**config.mk**
```make
export PLATFORM = sky130hd
export DESIGN_NAME = serial_add_sub_unit_flat
export DESIGN_NICKNAME = d
export VERILOG_FILES = /design/src/rtl/serial_add_sub_unit_pkg.sv /design/src/rtl/serial_add_sub_unit_if.sv /design/src/rtl/serial_add_sub_unit_digit_adder.sv /design/src/rtl/serial_add_sub_unit.sv /design/src/flat_wrapper.sv
export SDC_FILE = /design/constraint.sdc
export NUM_CORES = 1
export LEC_CHECK = 0
export CAP_MARGIN = 20
export CORE_UTILIZATION = 58
export CTS_BUF_LIST = sky130_fd_sc_hd__clkbuf_4 sky130_fd_sc_hd__clkbuf_8
export CTS_CLUSTER_SIZE = 10
export DETAILED_ROUTE_END_ITERATION = 10
export GPL_TIMING_DRIVEN = 0
export HOLD_SLACK_MARGIN = 0.05
export PLACE_DENSITY_LB_ADDON = 0.08
export SLEW_MARGIN = 30
export SYNTH_ARGS = -nofsm -noshare
export SYNTH_HDL_FRONTEND = slang
export SYNTH_SLANG_ARGS = --single-unit
```
**constraint.sdc**
```tcl
create_clock -name clk -period 8.3 [get_ports clk]
set_input_delay 0.83 -clock clk [delete_from_list [all_inputs] [get_ports clk]]
set_output_delay 0.83 -clock clk [all_outputs]
set_load 0.02 [all_outputs]
```
**src/rtl/serial_add_sub_unit_pkg.sv**
```systemverilog
// ----------------------------------------------------------------------------
// add_sub_pkg
//   Shared definitions for the digit-serial add/subtract unit.
//   state_t : controller states (IDLE, BUSY, DONE)
//   OP_ADD / OP_SUB : encodings of the operation select input
// ----------------------------------------------------------------------------
package add_sub_pkg;

    typedef enum logic [1:0] {
        IDLE = 2'd0,
        BUSY = 2'd1,
        DONE = 2'd2
    } state_t;

    localparam logic OP_ADD = 1'b0;
    localparam logic OP_SUB = 1'b1;

endpackage : add_sub_pkg

```
**src/rtl/serial_add_sub_unit_if.sv**
```systemverilog
// ----------------------------------------------------------------------------
// serial_add_sub_unit_if
//   Request and result handshakes of the digit-serial add/subtract unit.
//   Request : start_valid / start_ready, operands a, b, op select sub, cin
//   Result  : res_valid / res_ready, result s, flags cout, ovf, zero, neg
//   master : producer of requests and consumer of results (the client)
//   slave  : the arithmetic unit itself
// ----------------------------------------------------------------------------
interface serial_add_sub_unit_if #(
    parameter int WIDTH = 32
);
    logic             start_valid;
    logic             start_ready;
    logic [WIDTH-1:0] a;
    logic [WIDTH-1:0] b;
    logic             sub;
    logic             cin;

    logic             res_valid;
    logic             res_ready;
    logic [WIDTH-1:0] s;
    logic             cout;
    logic             ovf;
    logic             zero;
    logic             neg;

    modport master (
        output start_valid, a, b, sub, cin, res_ready,
        input  start_ready, res_valid, s, cout, ovf, zero, neg
    );

    modport slave (
        input  start_valid, a, b, sub, cin, res_ready,
        output start_ready, res_valid, s, cout, ovf, zero, neg
    );

endinterface : serial_add_sub_unit_if

```
**src/rtl/serial_add_sub_unit_digit_adder.sv**
```systemverilog
// ----------------------------------------------------------------------------
// full_adder  : one-bit adder cell (a, b, cin -> s, cout).
// digit_adder : combinational DIGIT-bit ripple adder built from full_adder.
//   a, b : DIGIT-bit addends     cin  : carry in
//   s    : DIGIT-bit sum         cout : carry out of the top bit
// ----------------------------------------------------------------------------
module full_adder (
    input  logic a,
    input  logic b,
    input  logic cin,
    output logic s,
    output logic cout
);
    assign s    = a ^ b ^ cin;
    assign cout = (a & b) | (cin & (a ^ b));
endmodule : full_adder

module digit_adder #(
    parameter int DIGIT = 8
) (
    input  logic [DIGIT-1:0] a,
    input  logic [DIGIT-1:0] b,
    input  logic             cin,
    output logic [DIGIT-1:0] s,
    output logic             cout
);
    logic [DIGIT:0] c;

    assign c[0] = cin;

    for (genvar i = 0; i < DIGIT; i++) begin : g_bit
        full_adder u_fa (
            .a    (a[i]),
            .b    (b[i]),
            .cin  (c[i]),
            .s    (s[i]),
            .cout (c[i+1])
        );
    end

    assign cout = c[DIGIT];
endmodule : digit_adder

```
**src/rtl/serial_add_sub_unit.sv**
```systemverilog
// ----------------------------------------------------------------------------
// serial_add_sub_unit
//   Digit-serial add/subtract unit: one DIGIT-bit slice per clock through a
//   single digit_adder, NDIG = WIDTH/DIGIT cycles per operation.
//   clk   : rising-edge clock
//   rst_n : asynchronous active-low reset
//   bus   : slave side of serial_add_sub_unit_if
//           (request handshake with operands, result handshake with flags)
//   sub=0 computes a+b+cin, sub=1 computes a-b-cin (cin is a borrow-in).
// ----------------------------------------------------------------------------
module serial_add_sub_unit
    import add_sub_pkg::*;
#(
    parameter int WIDTH = 32,
    parameter int DIGIT = 8
) (
    input  logic                  clk,
    input  logic                  rst_n,
    serial_add_sub_unit_if.slave  bus
);

    localparam int NDIG = WIDTH / DIGIT;
    localparam int CW   = (NDIG > 1) ? $clog2(NDIG) : 1;
    localparam logic [CW-1:0] LAST_CNT = CW'(NDIG - 1);

    localparam logic [1:0] ST_IDLE = IDLE;
    localparam logic [1:0] ST_BUSY = BUSY;
    localparam logic [1:0] ST_DONE = DONE;

    if ((WIDTH % DIGIT) != 0) begin : g_bad_digit
        $error("serial_add_sub_unit: DIGIT (%0d) must divide WIDTH (%0d)", DIGIT, WIDTH);
    end

    // Controller and datapath state
    logic [1:0]       state_q,  state_d;
    logic [WIDTH-1:0] a_q,      a_d;       // operand A, shifted right per digit
    logic [WIDTH-1:0] b_q,      b_d;       // effective operand B, shifted right per digit
    logic [WIDTH-1:0] acc_q,    acc_d;     // partial result, filled from the top
    logic             carry_q,  carry_d;
    logic             zacc_q,   zacc_d;    // stays 1 while every digit sum so far is 0
    logic [CW-1:0]    cnt_q,    cnt_d;
    logic             a_sign_q, a_sign_d;
    logic             b_sign_q, b_sign_d;

    // Registered result and flags, updated only on the last BUSY edge
    logic [WIDTH-1:0] s_q,      s_d;
    logic             cout_q,   cout_d;
    logic             ovf_q,    ovf_d;
    logic             zero_q,   zero_d;
    logic             neg_q,    neg_d;

    // Effective operands at accept time
    logic [WIDTH-1:0] b_eff;
    logic             c_eff;

    // Digit adder connections
    logic [DIGIT-1:0] dsum;
    logic             dcout;

    // Shifted versions; the extended vectors keep DIGIT == WIDTH legal
    logic [WIDTH+DIGIT-1:0] a_ext;
    logic [WIDTH+DIGIT-1:0] b_ext;
    logic [WIDTH+DIGIT-1:0] acc_ext;
    logic [WIDTH-1:0]       a_shift;
    logic [WIDTH-1:0]       b_shift;
    logic [WIDTH-1:0]       acc_shift;
    logic                   zacc_next;

    assign b_eff = (bus.sub == OP_SUB) ? ~bus.b : bus.b;
    assign c_eff = bus.cin ^ bus.sub;

    digit_adder #(
        .DIGIT (DIGIT)
    ) u_digit_adder (
        .a    (a_q[DIGIT-1:0]),
        .b    (b_q[DIGIT-1:0]),
        .cin  (carry_q),
        .s    (dsum),
        .cout (dcout)
    );

    assign a_ext     = {{DIGIT{1'b0}}, a_q};
    assign b_ext     = {{DIGIT{1'b0}}, b_q};
    assign acc_ext   = {dsum, acc_q};
    assign a_shift   = a_ext[WIDTH+DIGIT-1:DIGIT];
    assign b_shift   = b_ext[WIDTH+DIGIT-1:DIGIT];
    assign acc_shift = acc_ext[WIDTH+DIGIT-1:DIGIT];
    assign zacc_next = zacc_q & ~(|dsum);

    always_comb begin
        state_d  = state_q;
        a_d      = a_q;
        b_d      = b_q;
        acc_d    = acc_q;
        carry_d  = carry_q;
        zacc_d   = zacc_q;
        cnt_d    = cnt_q;
        a_sign_d = a_sign_q;
        b_sign_d = b_sign_q;
        s_d      = s_q;
        cout_d   = cout_q;
        ovf_d    = ovf_q;
        zero_d   = zero_q;
        neg_d    = neg_q;

        case (state_q)
            ST_IDLE: begin
                if (bus.start_valid) begin
                    state_d  = ST_BUSY;
                    a_d      = bus.a;
                    b_d      = b_eff;
                    carry_d  = c_eff;
                    cnt_d    = '0;
                    zacc_d   = 1'b1;
                    a_sign_d = bus.a[WIDTH-1];
                    b_sign_d = b_eff[WIDTH-1];
                end
            end

            ST_BUSY: begin
                a_d     = a_shift;
                b_d     = b_shift;
                acc_d   = acc_shift;
                carry_d = dcout;
                zacc_d  = zacc_next;
                cnt_d   = cnt_q + CW'(1);
                if (cnt_q == LAST_CNT) begin
                    // Last digit: publish result and flags together
                    state_d = ST_DONE;
                    cnt_d   = '0;
                    s_d     = acc_shift;
                    cout_d  = dcout;
                    zero_d  = zacc_next;
                    neg_d   = acc_shift[WIDTH-1];
                    ovf_d   = (a_sign_q == b_sign_q) && (acc_shift[WIDTH-1] != a_sign_q);
                end
            end

            ST_DONE: begin
                if (bus.res_ready) begin
                    state_d = ST_IDLE;
                end
            end

            default: begin
                state_d = ST_IDLE;
            end
        endcase
    end

    always_ff @(posedge clk or negedge rst_n) begin
        if (!rst_n) begin
            state_q  <= ST_IDLE;
            a_q      <= '0;
            b_q      <= '0;
            acc_q    <= '0;
            carry_q  <= 1'b0;
            zacc_q   <= 1'b0;
            cnt_q    <= '0;
            a_sign_q <= 1'b0;
            b_sign_q <= 1'b0;
            s_q      <= '0;
            cout_q   <= 1'b0;
            ovf_q    <= 1'b0;
            zero_q   <= 1'b0;
            neg_q    <= 1'b0;
        end else begin
            state_q  <= state_d;
            a_q      <= a_d;
            b_q      <= b_d;
            acc_q    <= acc_d;
            carry_q  <= carry_d;
            zacc_q   <= zacc_d;
            cnt_q    <= cnt_d;
            a_sign_q <= a_sign_d;
            b_sign_q <= b_sign_d;
            s_q      <= s_d;
            cout_q   <= cout_d;
            ovf_q    <= ovf_d;
            zero_q   <= zero_d;
            neg_q    <= neg_d;
        end
    end

    assign bus.start_ready = (state_q == ST_IDLE);
    assign bus.res_valid   = (state_q == ST_DONE);
    assign bus.s           = s_q;
    assign bus.cout        = cout_q;
    assign bus.ovf         = ovf_q;
    assign bus.zero        = zero_q;
    assign bus.neg         = neg_q;

endmodule : serial_add_sub_unit

```
**src/flat_wrapper.sv**
```systemverilog
// flat-port wrapper written by rule: the top's interface ports become plain ports
module serial_add_sub_unit_flat import add_sub_pkg::*;
#(
    parameter int WIDTH = 32,
    parameter int DIGIT = 8
)
  (clk, rst_n, bus_start_valid, bus_a, bus_b, bus_sub, bus_cin, bus_res_ready, bus_start_ready, bus_res_valid, bus_s, bus_cout, bus_ovf, bus_zero, bus_neg);
  serial_add_sub_unit_if #(.WIDTH(WIDTH)) bus_i ();
  input  logic clk;
  input  logic rst_n;
  input wire logic [$bits(bus_i.start_valid)-1:0] bus_start_valid;
  input wire logic [$bits(bus_i.a)-1:0] bus_a;
  input wire logic [$bits(bus_i.b)-1:0] bus_b;
  input wire logic [$bits(bus_i.sub)-1:0] bus_sub;
  input wire logic [$bits(bus_i.cin)-1:0] bus_cin;
  input wire logic [$bits(bus_i.res_ready)-1:0] bus_res_ready;
  output wire logic [$bits(bus_i.start_ready)-1:0] bus_start_ready;
  output wire logic [$bits(bus_i.res_valid)-1:0] bus_res_valid;
  output wire logic [$bits(bus_i.s)-1:0] bus_s;
  output wire logic [$bits(bus_i.cout)-1:0] bus_cout;
  output wire logic [$bits(bus_i.ovf)-1:0] bus_ovf;
  output wire logic [$bits(bus_i.zero)-1:0] bus_zero;
  output wire logic [$bits(bus_i.neg)-1:0] bus_neg;
  assign bus_i.start_valid = bus_start_valid;
  assign bus_i.a = bus_a;
  assign bus_i.b = bus_b;
  assign bus_i.sub = bus_sub;
  assign bus_i.cin = bus_cin;
  assign bus_i.res_ready = bus_res_ready;
  assign bus_start_ready = bus_i.start_ready;
  assign bus_res_valid = bus_i.res_valid;
  assign bus_s = bus_i.s;
  assign bus_cout = bus_i.cout;
  assign bus_ovf = bus_i.ovf;
  assign bus_zero = bus_i.zero;
  assign bus_neg = bus_i.neg;
  serial_add_sub_unit #(.WIDTH(WIDTH), .DIGIT(DIGIT)) u_core (.clk(clk), .rst_n(rst_n), .bus(bus_i));
endmodule
```
# ---- Word-level counts from Yosys, hierarchy flattened
# Cells that the tools add are included.
dict set report totals {
  in_bits 70
  out_inout_bits 38
  elab_cells 91
  register_bits 140
}
dict set report classes {
  bitwise 44
  n_mux 16
  addsub 1
  n_eq_ne 8
  reduce_logical 8
}
# op n
set ops {}
lappend ops {{case mux 32 bit (2 select lines)} 2}
lappend ops {{2-to-1 mux 32 bit} 3}
lappend ops {{NOT 32 bit} 1}
lappend ops {{AND 1 bit} 17}
lappend ops {{XOR 1 bit} 17}
lappend ops {{2-to-1 mux 2 bit} 5}
lappend ops {{bitwise OR 1 bit} 8}
lappend ops {{OR reduction 8 bit} 1}
lappend ops {{case mux 2 bit (3 select lines)} 1}
lappend ops {{AND reduction 2 bit} 3}
lappend ops {{equality test 2 bit, second input constant} 2}
lappend ops {{inequality test 2 bit, second input constant} 2}
lappend ops {{case mux 1 bit (2 select lines)} 2}
lappend ops {{case mux 2 bit (2 select lines)} 1}
lappend ops {{AND reduction 3 bit} 1}
lappend ops {{adder 2 x 1 -> 2 bit, second input constant} 1}
lappend ops {{equality test 2 x 1 -> 1 bit, second input constant} 1}
lappend ops {{logical NOT 2 bit} 1}
lappend ops {{2-to-1 mux 1 bit} 2}
lappend ops {{inequality test 2 x 1 -> 1 bit, second input constant} 1}
lappend ops {{nonzero test 2 bit} 1}
lappend ops {{equality test 1 bit} 1}
lappend ops {{logical AND 1 bit} 1}
lappend ops {{inequality test 1 bit} 1}
lappend ops {{NOT 1 bit} 1}

# ---- Logic depth before layout (Yosys ltp)
dict set report depth {
  word_depth 20
  depth_mapped 14
  depth_no_buf 14
}

# ---- By module
# From an unflattened synthesis, not the netlist that was laid out.
dict set report hier_totals {
  hier_cells 540
  area_unflattened_um2 5910.7
}
# mod area_each_um2 cells_per_inst n_inst seq_area_each_um2
set modules_own_cells {}
lappend modules_own_cells {serial_add_sub_unit 5750.5 532 1 3278.1}
lappend modules_own_cells {full_adder 20.0 1 8 0.0}

# ---- Worst setup path after synthesis
# OpenSTA, ideal clock, no wires.
dict set report synth_timing {
  kind {flip-flop to flip-flop}
  startpoint {register u_core.b_q[0]}
  endpoint {register u_core.ovf_q, in the netlist u_core.bus.ovf}
  required_ps 8165
  setup_time_ps 135
  t_arrival_ps 4131
  stages_incl_launch_ff 15
  slack_ps 4034
  period_less_slack_ps 4266
  n_path_buf 0
  path_cell_list {dfrtp_1 > fa_1 > fa_1 > fa_1 > fa_1 > inv_1 > fa_1 > inv_1 > fa_1 > fa_1 > inv_1 > fa_1 > and3_1 > nor2_1 > o21ai_0}
}
dict set report synth_between {
  elab_chain_cells 18
  word_cells_on_any_way 19
  classes_between {1 x eq/ne; 17 x bitwise; 1 x reduce/logical}
}
# element line
set synth_rtl {}
lappend synth_rtl {{from (decl)} serial_add_sub_unit.sv:37} ;# logic [WIDTH-1:0] b_q, b_d;
lappend synth_rtl {{from (signal assigned)} serial_add_sub_unit.sv:155} ;# b_q <= '0;
lappend synth_rtl {{from (signal assigned)} serial_add_sub_unit.sv:170} ;# b_q <= b_d;
lappend synth_rtl {{XOR 1 bit} serial_add_sub_unit_digit_adder.sv:15} ;# assign cout = (a & b) | (cin & (a ^ b));
lappend synth_rtl {{AND 1 bit} serial_add_sub_unit_digit_adder.sv:15}
lappend synth_rtl {{bitwise OR 1 bit *} serial_add_sub_unit_digit_adder.sv:15}
lappend synth_rtl {{AND 1 bit *} serial_add_sub_unit_digit_adder.sv:15}
lappend synth_rtl {{bitwise OR 1 bit *} serial_add_sub_unit_digit_adder.sv:15}
lappend synth_rtl {{AND 1 bit *} serial_add_sub_unit_digit_adder.sv:15}
lappend synth_rtl {{bitwise OR 1 bit *} serial_add_sub_unit_digit_adder.sv:15}
lappend synth_rtl {{AND 1 bit *} serial_add_sub_unit_digit_adder.sv:15}
lappend synth_rtl {{(+2 left out)} -}
lappend synth_rtl {{bitwise OR 1 bit *} serial_add_sub_unit_digit_adder.sv:15}
lappend synth_rtl {{AND 1 bit *} serial_add_sub_unit_digit_adder.sv:15}
lappend synth_rtl {{bitwise OR 1 bit *} serial_add_sub_unit_digit_adder.sv:15}
lappend synth_rtl {{AND 1 bit *} serial_add_sub_unit_digit_adder.sv:15}
lappend synth_rtl {{bitwise OR 1 bit *} serial_add_sub_unit_digit_adder.sv:15}
lappend synth_rtl {{XOR 1 bit *} serial_add_sub_unit_digit_adder.sv:14} ;# assign s = a ^ b ^ cin;
lappend synth_rtl {{inequality test 1 bit *} serial_add_sub_unit.sv:135} ;# ovf_d = (a_sign_q == b_sign_q) && (acc_shift[WIDTH-1] != a_sign_q);
lappend synth_rtl {{logical AND 1 bit *} serial_add_sub_unit.sv:135}
lappend synth_rtl {{to (signal assigned)} serial_add_sub_unit.sv:179} ;# ovf_q <= ovf_d;
lappend synth_rtl {{to (decl)} serial_add_sub_unit.sv:48} ;# logic ovf_q, ovf_d;
# Mark *: on every way between the ends. The rest lies on a longest branch, timed or not.
# A chain may end at the register's enable or synchronous reset.

# ---- Worst setup path after layout
# Same ends and word-level chain as after synthesis.

==> flow_metrics.py <==
metrics = {
    "synthesis": {
        "syn_area_um2": 5770,
        "yosysMostFrequentCell": "nand2_1",
        "yosysWarnings": 0,
        "netlist-cell-type-count": 32,
        "synth_top_cells_by_count": "148 x nand2_1, 131 x dfrtp_1, 51 x nand3_1",
        "synth_top_area_cell": "dfrtp_1",
        "yosys-top-cells-area": "dfrtp_1 57%, nand2_1 9.6%, mux2_2 5.9%",
        "yosysSeqAreaShare": 0.568,
        "ys_async_sr_fraction": 1.00,
        "synthCells": 542,
        "synth_edf_count": 0,
        "syn_area_per_cell_um2": 10.6,
        "syn-num-nets": 621,
        "ys.flop_type": "dfrtp_1",
        "ys_ff_latch": 131,
        "synth_top_cell_area_share": 0.568,
    },
    "final_layout": {
        "syn_to_final_growth_pct": 29.5,
        "diodes": 0,
        "drive_gt1_frac": 0.145,
        "fillCellCount": 683,
        "regArea_um2": 3280,
        "multi_input_area_um2": 2240,
        "nets": 747,
    },
    "cts": {
        "clock-sinks": 131,
        "clk_pin_slew_worst_paths_ns": 0.08,
        "post_cts_resized": 0,
        "post-cts-setup-buffers": 0,
        "cts-root-buf": "clkbuf_8",
        "htreeDepth": 4,
        "clk_latency_ns": 0.44,
        "cts_made_buffers": 17,
        "cts_hold_buf": 0,
        "clock_path_buffers": 2,
        "cts_tree": "yes",
    },
    "placed_design": {
        "post-place-ws_ns": 3.80,
        "portBuffers": 106,
        "gp_congestion": 0.894,
        "dpl.hpwl_mm": 9.68,
    },
    "power": {
        "powerDensity_nw_per_um2": 395,
        "worst_ir_drop_vdd_uv": 179,
        "power.leakage_nw": 3.45,
    },
    "timing": {
        "fin_crit_sh": 0.542,
        "slew_headroom": 0.599,
        "grt_setup_unrepaired": "no",
        "period_minus_slack_ns": 4.50,
        "slew_viol_final": 0,
        "setup_tns_ns": 0,
        "setup_ws_ns": 3.80,
        "fin_skew_ns": 0.0108,
        "setup_viol_count_final": 0,
        "max_slew.worst_pin.slew_ns": 0.601,
        "hold_viol_final": 0,
        "fmaxAchievable_mhz": 222,
    },
    "setup_path": {
        "critPathSlowestCell": "fa_1",
        "r2r_end": "u_core.bus.ovf",
        "end_kind": "flop",
        "cp_common_cell": "fa_1",
        "slowest_delay_ns": 0.48,
        "cp-start-kind": "flop",
        "cp_max_fo": 5,
        "crit_chain": "fa_1, fa_1, fa_1, fa_1, inv_1, fa_1, inv_1, fa_1, fa_1, inv_1, fa_1, and3_1, nor2_1, o21ai_0",
        "timing.rr.start": "u_core.b_q[0]",
        "crit_type": "reg2reg",
        "r2r_cells": 14,
        "crit_arrival_ns": 4.81,
        "r2r_slack_ns": 3.80,
        "crit_required_ns": 8.60,
    },
    "grt": {
        "grt_pass1_vias": 4332,
        "grt_pass1_wl_mm": 21.5,
        "grt_overflow": 0,
        "track_usage": 0.280,
        "grt_max_degree": 89,
        "antenna_found_initial": 0,
    },
    "job": {
        "drv_cap": 0,
    },
    "status": {
        "status": "complete, no violations",
    },
    "floorplan": {
        "io_pins": 108,
        "rows": 36,
        "initial_utilization": 0.596,
        "fp.dieW_um": 102,
        "die_area_um2": 10300,
        "dieHeight_um": 102,
        "core_region_area_um2": 9680,
    },
    "drt": {
        "wl_per_cell_um": 16.2,
        "via_per_inst": 5.50,
        "ant_nets": 0,
        "num_vias": 4479,
        "route.detailed.drc": 0,
        "drt_iter0_drc": 283,
        "wl_mm": 13.2,
        "firstDrtPassIters": 7,
    },
    "worst_hold_path": {
        "min_path_type": "in2async",
    },
}
-- metal layers --
layer  share of wire  vias to the layer above  global-route usage
met5               0                        -                   0
met4           0.023                        0              0.0992
met3           0.048                       31              0.0552
met2            0.52                      163               0.480
met1            0.41                     2217               0.355
li1                -                     2068                   -
-- kinds of logic after synthesis --
| logic type | after synthesis | share of synthesized area |
|---|---|---|
| adders and majority gates | 9 | 0.0299 |
| DFF | 131 | 0.568 |
| buffers and inverters | 47 | 0.0434 |
| muxes | 30 | 0.0586 |
| and+or+nand+nor | 245 | 0.184 |
| AOI/OAI and AO/OA | 47 | 0.0659 |
| xor gates and xnor gates | 33 | 0.0501 |
-- registers in the layout, summed over array words and instances (netlist names) --
name,count
u_core.a_q,32
u_core.b_q,32
u_core.bus.s,31
u_core.acc_q,24
u_core.cnt_q,2
u_core.state_q,2
u_core.a_sign_q,1
u_core.b_sign_q,1
u_core.bus.cout,1
u_core.bus.neg,1
u_core.bus.ovf,1
u_core.bus.zero,1
u_core.carry_q,1
u_core.zacc_q,1
-- layout by cell type (no fill, tap or decap), types with 10 or more instances in the layout --
| cell type | instances |
|---|---|
| nand2_1 | 148 |
| dfrtp_1 | 131 |
| clkdlybuf4s50_1 | 105 |
| nand3_1 | 51 |
| xnor2_1 | 32 |
| mux2_2 | 30 |
| nor2_1 | 28 |
| a221o_1 | 24 |
| buf_2 | 20 |
| clkbuf_8 | 17 |
| o21ai_0 | 16 |
| clkbuf_1 | 10 |
-- layout make-up --
cell class / instances / area share
plain buffers: 39 / 0.0295
clock buffers: 18 / 0.0323
clock inverters: 14 / 0.0270
inverters: 8 / 0.00402
multi-input cells: 364 / 0.300
flip-flops and latches: 131 / 0.439
well taps: 133 / 0.0223
repair buffers: 107 / 0.146
-- how the worst max path moves through the flow --
stage                        startpoint              to  slack, ns
after floorplan           u_core.b_q[0]  u_core.bus.ovf       4.03
after global routing      u_core.b_q[0]  u_core.bus.ovf       3.54
after global placement            rst_n  u_core.a_q[30]       1.46
after detailed placement  u_core.b_q[0]  u_core.bus.ovf       3.80
final                     u_core.b_q[0]  u_core.bus.ovf       3.80
after CTS                 u_core.b_q[0]  u_core.bus.ovf       3.76
-- critical path: cells and delay by family (launching register included) --
kind            cells  cell delay [ns]
fa+ha+maj           8             3.33
flops               1             0.41
simple gates        2             0.34
buf+inv             3             0.23
compound gates      1             0.08
-- metrics by stage --
stage                     cell area (um^2)  instances  total power [mW]  hold slack [ns]  utilization
after floorplan                       5770        542              1.88            0.442            -
after global placement                7000        781              2.30            0.455        0.722
after detailed placement              7030        782              2.36            0.461        0.726
after CTS                             7470        814              2.96            0.264        0.771
after global routing                  7470        814              3.14            0.269        0.771
final                                 7470        814              2.95            0.262        0.771
-- power breakdown --
group / internal [mW] / leakage (nW) / switching [mW] / total (mW)
Combinational: 0.547 / 1.56 / 0.702 / 1.25
Sequential: 0.922 / 1.67 / 0.182 / 1.10
Clock: 0.335 / 0.218 / 0.259 / 0.594
Note: power is estimated with default switching activity, not from simulation.
